$ cat src/rtl/rr_pkg.sv
// Shared types and helpers for the round-robin grant sequencer.
// Holds the FSM state enum, default sizes and a one-hot rotator.
package rr_pkg;

   typedef enum logic [1:0] {
      IDLE = 2'd0,
      BUSY = 2'd1,
      GAP  = 2'd2
   } state_e;

   localparam int DEF_N        = 4;
   localparam int DEF_CW       = 4;
   localparam int DEF_MAX_HOLD = 8;

   // Rotate the low n bits of v left by one (n <= 32).
   function automatic logic [31:0] rotl1(
      input logic [31:0] v,
      input int unsigned n
   );
      logic [31:0] m;
      m = (n >= 32) ? '1 : ((32'd1 << n) - 32'd1);
      return ((v << 1) | (v >> (n - 1))) & m;
   endfunction

endpackage

$ cat src/rtl/rr_grant_sequencer_if.sv
// Arbiter-facing bundle: level requests in, grant and status out.
// The arbiter takes the slave side, the requester block the master side.
interface rr_grant_sequencer_if
   import rr_pkg::*;
#(
   parameter int N  = DEF_N,
   parameter int CW = DEF_CW
) ();

   logic [N-1:0]  req;
   logic [N-1:0]  gnt;
   logic          busy;
   logic [N-1:0]  prio;
   logic [CW-1:0] grant_cnt;
   logic          timeout;

   modport master (
      output req,
      input  gnt, busy, prio, grant_cnt, timeout
   );

   modport slave (
      input  req,
      output gnt, busy, prio, grant_cnt, timeout
   );

endinterface

$ cat src/rtl/rr_pick.sv
// Combinational round-robin picker: first set req at or above prio,
// wrapping; the doubled vector turns the wrap into a plain carry scan.
module rr_pick #(
   parameter int N = 4
) (
   input  logic [N-1:0] req_i,
   input  logic [N-1:0] prio_i,
   output logic [N-1:0] gnt_o
);

   localparam logic [2*N-1:0] ONE = {{(2*N-1){1'b0}}, 1'b1};

   logic [2*N-1:0] dreq;
   logic [2*N-1:0] dpri;
   logic [2*N-1:0] mask;
   logic [2*N-1:0] hit;
   logic [2*N-1:0] first;

   // Mask off everything below the pointer, isolate lowest hit, fold.
   always_comb begin
      dreq  = {req_i, req_i};
      dpri  = {{N{1'b0}}, prio_i};
      mask  = ~(dpri - ONE);
      hit   = dreq & mask;
      first = hit & (~hit + ONE);
      gnt_o = first[N-1:0] | first[2*N-1:N];
   end

endmodule

$ cat src/rtl/rr_grant_sequencer.sv
// Round-robin owner sequencer for the shared counter/rotator datapath.
// IDLE arbitrates, BUSY holds with a timeout, GAP forces one dead cycle.
module rr_grant_sequencer
   import rr_pkg::*;
#(
   parameter int N        = DEF_N,
   parameter int CW       = DEF_CW,
   parameter int MAX_HOLD = DEF_MAX_HOLD
) (
   input logic clk,
   input logic rst_n,
   rr_grant_sequencer_if.slave bus
);

   localparam int TW = $clog2(MAX_HOLD);
   localparam logic [TW-1:0] TLAST = TW'(MAX_HOLD - 1);

   state_e        state_q, state_d;
   logic [N-1:0]  gnt_q, gnt_d;
   logic [N-1:0]  prio_q, prio_d;
   logic [CW-1:0] cnt_q, cnt_d;
   logic [TW-1:0] tmr_q, tmr_d;
   logic          tout_q, tout_d;
   logic [N-1:0]  pick;
   logic          own_req;

   rr_pick #(.N(N)) u_pick (
      .req_i  (bus.req),
      .prio_i (prio_q),
      .gnt_o  (pick)
   );

   assign own_req = |(bus.req & gnt_q);

   // Next-state: arbitrate in IDLE, hold/release in BUSY, one GAP cycle.
   always_comb begin
      state_d = state_q;
      gnt_d   = gnt_q;
      prio_d  = prio_q;
      cnt_d   = cnt_q;
      tmr_d   = tmr_q;
      tout_d  = 1'b0;
      unique case (state_q)
         IDLE: begin
            if (|bus.req) begin
               state_d = BUSY;
               gnt_d   = pick;
               tmr_d   = '0;
               prio_d  = N'(rotl1(32'(pick), N));
               cnt_d   = cnt_q + CW'(1);
            end
         end
         BUSY: begin
            if (!own_req) begin
               gnt_d   = '0;
               state_d = GAP;
            end else if (tmr_q == TLAST) begin
               gnt_d   = '0;
               tout_d  = 1'b1;
               state_d = GAP;
            end else begin
               tmr_d = tmr_q + TW'(1);
            end
         end
         GAP: begin
            state_d = IDLE;
         end
         default: begin
            state_d = IDLE;
            gnt_d   = '0;
         end
      endcase
   end

   // State and datapath registers with synchronous active-low reset.
   always_ff @(posedge clk) begin
      if (!rst_n) begin
         state_q <= IDLE;
         gnt_q   <= '0;
         prio_q  <= N'(1);
         cnt_q   <= '0;
         tmr_q   <= '0;
         tout_q  <= 1'b0;
      end else begin
         state_q <= state_d;
         gnt_q   <= gnt_d;
         prio_q  <= prio_d;
         cnt_q   <= cnt_d;
         tmr_q   <= tmr_d;
         tout_q  <= tout_d;
      end
   end

   assign bus.gnt       = gnt_q;
   assign bus.busy      = (state_q == BUSY);
   assign bus.prio      = prio_q;
   assign bus.grant_cnt = cnt_q;
   assign bus.timeout   = tout_q;

endmodule

$ cat src/flat_wrapper.sv
// flat-port wrapper written by rule: the top's interface ports become plain ports
module rr_grant_sequencer_flat import rr_pkg::*;
#(
   parameter int N        = DEF_N,
   parameter int CW       = DEF_CW,
   parameter int MAX_HOLD = DEF_MAX_HOLD
)
  (clk, rst_n, bus_req, bus_gnt, bus_busy, bus_prio, bus_grant_cnt, bus_timeout);
  rr_grant_sequencer_if #(.N(N), .CW(CW)) bus_i ();
  input logic clk;
  input logic rst_n;
  input wire logic [$bits(bus_i.req)-1:0] bus_req;
  output wire logic [$bits(bus_i.gnt)-1:0] bus_gnt;
  output wire logic [$bits(bus_i.busy)-1:0] bus_busy;
  output wire logic [$bits(bus_i.prio)-1:0] bus_prio;
  output wire logic [$bits(bus_i.grant_cnt)-1:0] bus_grant_cnt;
  output wire logic [$bits(bus_i.timeout)-1:0] bus_timeout;
  assign bus_i.req = bus_req;
  assign bus_gnt = bus_i.gnt;
  assign bus_busy = bus_i.busy;
  assign bus_prio = bus_i.prio;
  assign bus_grant_cnt = bus_i.grant_cnt;
  assign bus_timeout = bus_i.timeout;
  rr_grant_sequencer #(.N(N), .CW(CW), .MAX_HOLD(MAX_HOLD)) u_core (.clk(clk), .rst_n(rst_n), .bus(bus_i));
endmodule
$ cat config.mk
export PLATFORM = sky130hd
export DESIGN_NAME = rr_grant_sequencer_flat
export DESIGN_NICKNAME = d
export VERILOG_FILES = /design/src/rtl/rr_pkg.sv /design/src/rtl/rr_grant_sequencer_if.sv /design/src/rtl/rr_pick.sv /design/src/rtl/rr_grant_sequencer.sv /design/src/flat_wrapper.sv
export SDC_FILE = /design/constraint.sdc
export NUM_CORES = 1
export LEC_CHECK = 0
export CAP_MARGIN = 20
export CORE_MARGIN = 5
export CORE_UTILIZATION = 53
export DETAILED_ROUTE_END_ITERATION = 10
export PLACE_DENSITY = 0.82
export SLEW_MARGIN = 40
export SYNTH_ARGS = -nofsm -noshare
export SYNTH_HDL_FRONTEND = slang
export SYNTH_SLANG_ARGS = --single-unit
$ cat constraint.sdc
create_clock -name clk -period 2.9 [get_ports clk]
set_clock_uncertainty 0.05 [all_clocks]
set_input_delay 0.725 -clock clk [delete_from_list [all_inputs] [get_ports clk]]
set_output_delay 0.725 -clock clk [all_outputs]
set_load 0.005 [all_outputs]
; Word-level counts from Yosys, hierarchy flattened
; Index checks and enable logic that the tools add are counted.
[totals]
output_inout_bits = 14
inputBits = 6
reg_bits = 18
elab_cells = 47
[op_classes]
n_reduce_logical = 9
bitwise = 8
muxes = 13
add_sub_neg = 4
eq_ne = 7
[ops]
columns = cell, n
row1 = 8-bit AND, 2
row2 = 8-bit inverter, 2
row3 = 4-bit two-way mux, 3
row4 = 4-bit one-hot mux with 3 select lines, 1
row5 = 3-bit two-way mux, 3
row6 = 8-bit by 1-bit adder with 8-bit output (second input constant), 1
row7 = 4-bit OR reduction, 2
row8 = 2-bit two-way mux, 3
row9 = 3-bit one-hot mux with 2 select lines, 1
row10 = 3-bit AND reduction, 2
row11 = 4-bit by 1-bit subtractor with 5-bit output (second input constant), 1
row12 = 4-bit by 1-bit adder with 4-bit output (second input constant), 1
row13 = 4-bit AND, 1
row14 = 2-bit by 1-bit != test with 1-bit output (second input constant), 2
row15 = 4-bit by 1-bit OR with 4-bit output, 1
row16 = 4-bit OR, 1
row17 = 2-bit one-hot mux with 2 select lines, 1
row18 = 2-bit AND reduction, 2
row19 = 4-bit AND reduction, 1
row20 = 3-bit by 1-bit adder with 3-bit output (second input constant), 1
row21 = 3-bit == test (second input constant), 1
row22 = 3-bit != test (second input constant), 1
row23 = 2-bit by 1-bit == test with 1-bit output (second input constant), 1
row24 = 2-bit == test (second input constant), 1
row25 = other kinds (5), 5

; Depth between registers and ports, before layout
; Gate-level depths: netlist (run 1).
[logic_depth]
ltp_word = 9
ltp_mapped = 7
mapped_depth_nobuf = 6

; Modules after synthesis
; Synthesis (run 1) repeated with hierarchy kept, for this count alone.
[hier_totals]
hier_cells = 121
hier_area_um2 = 1039.7
[modules_own_cells]
columns = mod, area_each_um2, instances, cells_per_inst, seq_area_each_um2
row1 = rr_grant_sequencer, 863.3, 1, 95, 360.3
row2 = rr_pick, 176.4, 1, 26, 0.0

; Least setup slack after synthesis (run 1)
; Ideal clock, no wire load.
[synth_path]
path_type = input-to-reg
start = in bus_req[0]
end = reg u_core.prio_q[0] (netlist: u_core.bus.prio[0])
path_buffers = 3
setup_ns = 0.128
cell_stages = 7
path_slack_ns = 0.790
required_ns = 2.722
arrival_ns = 1.932
path_cell_list = buf_6 > or4_4 > buf_6 > and2_4 > buf_6 > o2111ai_2 > o211ai_2
[synth_between]
elab_chain_cells = 6
word_cells_on_any_way = 8
classes_between = add/sub: 1 / bitwise: 5 / reduce/logical: 2
[synth_rtl]
columns = item, line
row1 = "start, declared", flat_wrapper.sv:12  ; input wire logic [$bits(bus_i.req)-1:0] bus_req;
row2 = 8-bit AND, rr_pick.sv:24  ; hit = dreq & mask;
row3 = 8-bit inverter, rr_pick.sv:25  ; first = hit & (~hit + ONE);
row4 = 8-bit by 1-bit adder with 8-bit output, rr_pick.sv:25
row5 = 8-bit AND, rr_pick.sv:25
row6 = 4-bit OR, rr_pick.sv:26  ; gnt_o = first[N-1:0] | first[2*N-1:N];
row7 = 4-bit by 1-bit OR with 4-bit output, rr_pkg.sv:22  ; return ((v << 1) | (v >> (n - 1))) & m;
row8 = "end signal, assigned", rr_grant_sequencer.sv:87  ; prio_q <= prio_d;
row9 = "end, declared", rr_grant_sequencer.sv:20  ; logic [N-1:0] prio_q, prio_d;
; Parallel ways exist; a longest one is shown, timed or not.
; A chain may end at the register's enable or synchronous reset.

; Worst setup path after layout (run 1)
[layout_path]
start = reg u_core.state_q[0]
end = out bus_busy
[layout_between]
elab_chain_cells = 1
[layout_rtl]
columns = item, line
row1 = "start, declared", rr_grant_sequencer.sv:18  ; state_e state_q, state_d;
row2 = "start signal, assigned", rr_grant_sequencer.sv:85  ; state_q <= state_d;
row3 = 2-bit by 1-bit == test with 1-bit output, rr_grant_sequencer.sv:95  ; assign bus.busy = (state_q == BUSY);
row4 = "end, declared", flat_wrapper.sv:14  ; output wire logic [$bits(bus_i.busy)-1:0] bus_busy;
; Every way passes these cells.

==> flow_summary.json, run 1 <==
{
  "outcome": "complete, no violations",
  "yosys_register_bits": 18,
  "hold_start": "u_core.tmr_q[2]",
  "syn_area_per_cell_um2": 8.982,
  "hpwl_mm": 1.777,
  "clk_latency_ns": 0.30,
  "hp-class": "register to register",
  "worstPathCellList": "nor2b_1 -> clkdlybuf4s50_1",
  "timing.final.crit_share_pct": 84.98,
  "gr-total-overflow": 0,
  "path_delay_family": "buffers and inverters",
  "die_area_um2": 2869,
  "synth.net_count": 122,
  "initial_core_util_pct": 57.02,
  "drc": 0,
  "grt_pass1_vias": 846,
  "synth-main-ff-cell": "dfxtp_1",
  "ir_worst_vdd_mv": 0.5586,
  "synth_top_cell_by_area": "dfxtp_1",
  "place.gp.congestion": 0.8937,
  "rows": 15,
  "layout.area.seq_um2": 360.3,
  "final_common_cell": "clkdlybuf4s50_1",
  "syn_inst": 112,
  "crit_path_max_incr_delay_ns": 0.58,
  "critPathLaunch": "u_core.state_q[0]",
  "grt_max_degree": 14,
  "r2r-start": "u_core.bus.prio[0]",
  "final_cell_mix": "19 x clkdlybuf4s50_1, 18 x dfxtp_1, 9 x a21oi_1, 8 x nand2_1",
  "worstSetupPathType": "register to output pin",
  "syn_area_um2": 1006,
  "num_vias": 929,
  "fin_crit_ns": 2.464,
  "first_pass_iters": 4,
  "leakage_nw": 0.4496,
  "synth-edff-count": 0,
  "portBuffers": 19,
  "nFillCells": 150,
  "instances_no_fill": 156,
  "rsz0062_at_grt": "no",
  "multi_input_area_um2": 593.1,
  "dieHeight_um": 53.57,
  "fmax_mhz": 405.8,
  "relSlewSlack_pct": 60.79,
  "area_delta_synth_final_pct": 21.89,
  "ant_nets": 0,
  "cts_resized": 0,
  "yosys_warnings": 0,
  "nNetsFinal": 142,
  "grt_antenna_before_repair": 0,
  "vias_per_cell": 5.955,
  "clock_sinks": 18,
  "io_pins": 20,
  "final_hold_viol_count": 0,
  "synth_top_area_share_pct": 35.82,
  "avgRoutedWirePerCell_um": 14.87,
  "cp_slowest_cell": "clkdlybuf4s50_1",
  "critPathMaxFanout": 6,
  "coreArea_um2": 1764,
  "synthTopCellsByArea": "dfxtp_1 36%, ha_1 5.0%, a21oi_1 4.5%",
  "synth-seq-area-share_pct": 35.82,
  "maxCapViolCount": 0,
  "clk_pin_slew_worst_paths_ns": 0.09,
  "endpoint_kind": "output pin",
  "wl_mm": 2.320,
  "crit_buf_inv": 1,
  "fp.dieW_um": 53.57,
  "power_density_nw_per_um2": 799.4,
  "tightest_slew_ns": 0.5859,
  "diodes": 0,
  "cts_made_buffers": 3,
  "critPathRequiredTime_ns": 2.12,
  "drive_gt1_share_pct": 9.160,
  "ys_types": 43,
  "slew_violations": 0,
  "clockBufferDepth": 2,
  "cts_tree": "done",
  "cp-start-kind": "register",
  "async_reset_ff_share_pct": 0,
  "grt_usage_pct": 17.97,
  "finalSetupViolCount": 0,
  "cts_hold_buffers": 0,
  "cts_root_buf": "clkbuf_4",
  "arrival_ns": 1.69,
  "grt_first_pass_wirelength_mm": 3.705,
  "dp_cells": 152,
  "fin_tns_setup_ns": 0,
  "drtIter0Drc": 31,
  "htreeDepth": 1,
  "postCtsSetupBuffers": 0
}
==> area by class of cell <==
| type | count | share of cell area, % |
|---|---|---|
| clock buffer | 4 | 2.959 |
| timing repair buffer | 19 | 15.51 |
| multi-input combinational | 86 | 48.37 |
| sequential | 18 | 29.39 |
| tap | 25 | 2.551 |
| inverter | 4 | 1.224 |
==> through the flow <==
step / utilization (%) / hold WS, ns / power [mW] / cell area, µm² / worst slack [ns]
3_5_place_dp: 67.45 / 0.4280 / 0.8277 / 1190 / 0.3092
3_3_place_gp: 67.45 / 0.4165 / 0.8139 / 1190 / 0.3339
6_report: 69.50 / 0.4429 / 0.9802 / 1226 / 0.4357
2_1_floorplan: - / 0.4033 / 0.6675 / 1006 / 0.7900
5_1_grt: 69.50 / 0.4769 / 1.051 / 1226 / 0.3411
4_1_cts: 69.50 / 0.4421 / 0.9816 / 1226 / 0.4454
==> synthesized netlist by cell type, types with 2 or more instances <==
master	n
nand2_1	8
a22oi_1	5
a31oi_1	2
xnor2_1	2
inv_1	4
nand3_1	3
o21ai_1	2
nand4b_1	3
a21oi_1	9
and3_1	2
nand4_1	3
nor2_1	6
o21ai_0	6
dfxtp_1	18
xor2_1	3
buf_6	3
nor3b_1	3
nor2b_1	2
ha_1	4
==> final timing paths <==
path | end | slack, ns | cells past startpoint
max | bus_busy | 0.44 | 2
min reg2reg | u_core.tmr_q[2] | 0.44 | 2
min | u_core.tmr_q[2] | 0.44 | 2
max reg2reg | u_core.bus.gnt[3] | 0.74 | 6
==> cells by family after synthesis <==
family | Yosys count | share of synthesized area [%]
buffers and inverters | 8 | 5.223
XOR/XNOR | 5 | 4.354
adder cells (fa/ha/maj) | 4 | 4.975
AND/OR/NAND/NOR | 42 | 25.13
flip-flops | 18 | 35.82
AO/OA/AOI/OAI | 35 | 24.50
==> registers in the layout (all words and copies together), names as in the netlist <==
signal / cells
u_core.bus.gnt: 4
u_core.bus.grant_cnt: 4
u_core.bus.prio: 4
u_core.tmr_q: 3
u_core.state_q: 2
u_core.bus.timeout: 1
==> per-layer routing <==
layer	wire length (µm)	up-vias	track usage [%]	share of wire [%]
li1	-	458	-	-
met4	38	0	9.787	1.6
met5	0	-	0	0
met1	1100	438	23.69	47
met3	125	5	3.601	5.4
met2	1055	28	27.35	45
==> power by group <==
part	total, mW	internal [mW]	switching, mW
clock	0.155	0.0766	0.0785
combinational	0.459	0.224	0.236
sequential	0.366	0.301	0.0648
total	0.980	0.601	0.379
==> worst min-delay path: stages (launching register included) <==
cell and delay (ns):
dfxtp_1 0.32, o21ai_0 0.07, a21oi_1 0.06
(Power assumes the default switching activity.)
==> run 2: changes to the inputs <==
--- a/config.mk
+++ b/config.mk
@@ -7,9 +7,9 @@
 export LEC_CHECK = 0
 export CAP_MARGIN = 20
 export CORE_MARGIN = 5
-export CORE_UTILIZATION = 53
+export CORE_UTILIZATION = 50
 export DETAILED_ROUTE_END_ITERATION = 10
-export PLACE_DENSITY = 0.82
+export PLACE_DENSITY = 0.78
 export SLEW_MARGIN = 40
 export SYNTH_ARGS = -nofsm -noshare
 export SYNTH_HDL_FRONTEND = slang
==> constraint.sdc (replaced) <==
create_clock -name clk -period 2.6 [get_ports clk]
set_clock_uncertainty 0.05 [all_clocks]
set_input_delay 0.65 -clock clk [delete_from_list [all_inputs] [get_ports clk]]
set_output_delay 0.65 -clock clk [all_outputs]
set_load 0.005 [all_outputs]
==> run 2 against run 1 <==
Net effect:
- cell area up 1.4%
- total power up 11%
- sequential cell count unchanged
- hold slack better by 0.0037 ns
- final cell count up 2.6%
- clock power up 11%
- routed wire length down 1.2%
- die area up 4.9%
- via count up 1.8%
- sequential power up 12%
==> flow_summary.json, run 2 (same netlist as run 1, synthesis figures left out) <==
{
  "outcome": "complete, no violations",
  "final_common_cell": "clkdlybuf4s50_1",
  "endpoint_kind": "output pin",
  "avgRoutedWirePerCell_um": 14.33,
  "cts_made_buffers": 3,
  "hpwl_mm": 1.772,
  "relSlewSlack_pct": 60.77,
  "finish.utilization_pct": 64.05,
  "cts_tree": "done",
  "grt_pass1_vias": 871,
  "maxCapViolCount": 0,
  "cp_slowest_cell": "clkdlybuf4s50_1",
  "grt_antenna_before_repair": 0,
  "drc": 0,
  "clk_pin_slew_worst_paths_ns": 0.10,
  "drtIter0Drc": 36,
  "hp-class": "register to register",
  "wl_mm": 2.292,
  "post-place-ws_ns": 0.1237,
  "power_density_nw_per_um2": 877.8,
  "crit_buf_inv": 1,
  "critPathRequiredTime_ns": 1.90,
  "clk_latency_ns": 0.29,
  "clockBufferDepth": 2,
  "leakage_nw": 0.4592,
  "finalSetupViolCount": 0,
  "grt_usage_pct": 16.97,
  "fin_tns_setup_ns": 0,
  "coreArea_um2": 1942,
  "cp-start-kind": "register",
  "ir_worst_vdd_mv": 0.6153,
  "rows": 16,
  "final_hold_viol_count": 0,
  "rsz0062_at_grt": "no",
  "multi_input_area_um2": 593.1,
  "tightest_slew_ns": 0.5862,
  "arrival_ns": 1.64,
  "clock_sinks": 18,
  "dieHeight_um": 54.86,
  "fmax_mhz": 427.0,
  "htreeDepth": 1,
  "diodes": 0,
  "io_pins": 20,
  "timing.final.crit_share_pct": 90.08,
  "portBuffers": 19,
  "gr-total-overflow": 0,
  "crit_path_max_incr_delay_ns": 0.57,
  "first_pass_iters": 4,
  "num_vias": 946,
  "grt_first_pass_wirelength_mm": 3.795,
  "initial_core_util_pct": 51.80,
  "worstSetupPathType": "register to output pin",
  "critPathMaxFanout": 6,
  "cts_root_buf": "clkbuf_4",
  "place.gp.congestion": 0.8776,
  "power.total_mw": 1.092,
  "layout.area.seq_um2": 360.3,
  "slew_violations": 0,
  "nNetsFinal": 144,
  "worstPathCellList": "nor2b_1 -> clkdlybuf4s50_1",
  "fin_ws_ns": 0.2580,
  "fin_crit_ns": 2.342,
  "cts_hold_buffers": 0,
  "fp.dieW_um": 54.86,
  "die_area_um2": 3009,
  "area_delta_synth_final_pct": 23.63,
  "postCtsSetupBuffers": 0,
  "nFillCells": 178,
  "final_cell_mix": "19 x clkdlybuf4s50_1, 18 x dfxtp_1, 9 x a21oi_1, 8 x nand2_1",
  "drive_gt1_share_pct": 10.53,
  "path_delay_family": "buffers and inverters",
  "vias_per_cell": 5.913,
  "grt_max_degree": 14,
  "cts_resized": 0,
  "ant_nets": 0
}
## run 2: cell count changes in the layout (fill, tap and decap cells not counted)
cell,before,now
buf_4,0,2
## run 2: through the flow
stage | hold WS (ns) | instance area, µm² | std cells
after global placement | 0.4147 | 1207 | 156
final | 0.4466 | 1244 | 160
after CTS | 0.4547 | 1244 | 160
after global routing | 0.4650 | 1244 | 160
after detailed placement | 0.4399 | 1207 | 156
after floorplan | 0.4033 | 1006 | 112
## run 2: worst register-to-register path: cells and delay by family, from the launching register on
kind / cells / cell delay [ns]
compound gates: 4 / 1.03
flops: 1 / 0.48
fa+ha+maj: 1 / 0.35
buf+inv: 1 / 0.13
## run 2: power breakdown
part	total, mW	switching [mW]	internal (mW)	leakage, nW
registers	0.409	0.0736	0.336	0.147
logic	0.511	0.259	0.252	0.291
clock network	0.172	0.0866	0.0853	0.0210
total	1.09	0.419	0.673	0.459
## run 2: per-layer routing
layer / GRT usage, % / vias to the layer above / part of all wire (%)
met2: 27.17 / 40 / 46
met5: 0 / - / 0
li1: - / 464 / -
met3: 3.270 / 6 / 7.2
met4: 7.469 / 0 / 1.9
met1: 21.80 / 436 / 45
## run 2: final timing paths
kind / from / end / slack (ns) / cells after the start
min: u_core.bus.grant_cnt[1] / u_core.bus.grant_cnt[1] / 0.45 / 2
min reg2reg: u_core.bus.grant_cnt[1] / u_core.bus.grant_cnt[1] / 0.45 / 2
max reg2reg: u_core.bus.prio[0] / u_core.bus.gnt[3] / 0.50 / 6
max: u_core.state_q[0] / bus_busy / 0.26 / 2
## run 2: layout make-up
| cell class | instances | area share, % |
|---|---|---|
| multi-input cells | 86 | 47.69 |
| flip-flops and latches | 18 | 28.97 |
| repair buffers | 21 | 16.50 |
| clock buffers | 4 | 2.918 |
| well taps | 27 | 2.716 |
| inverters | 4 | 1.207 |
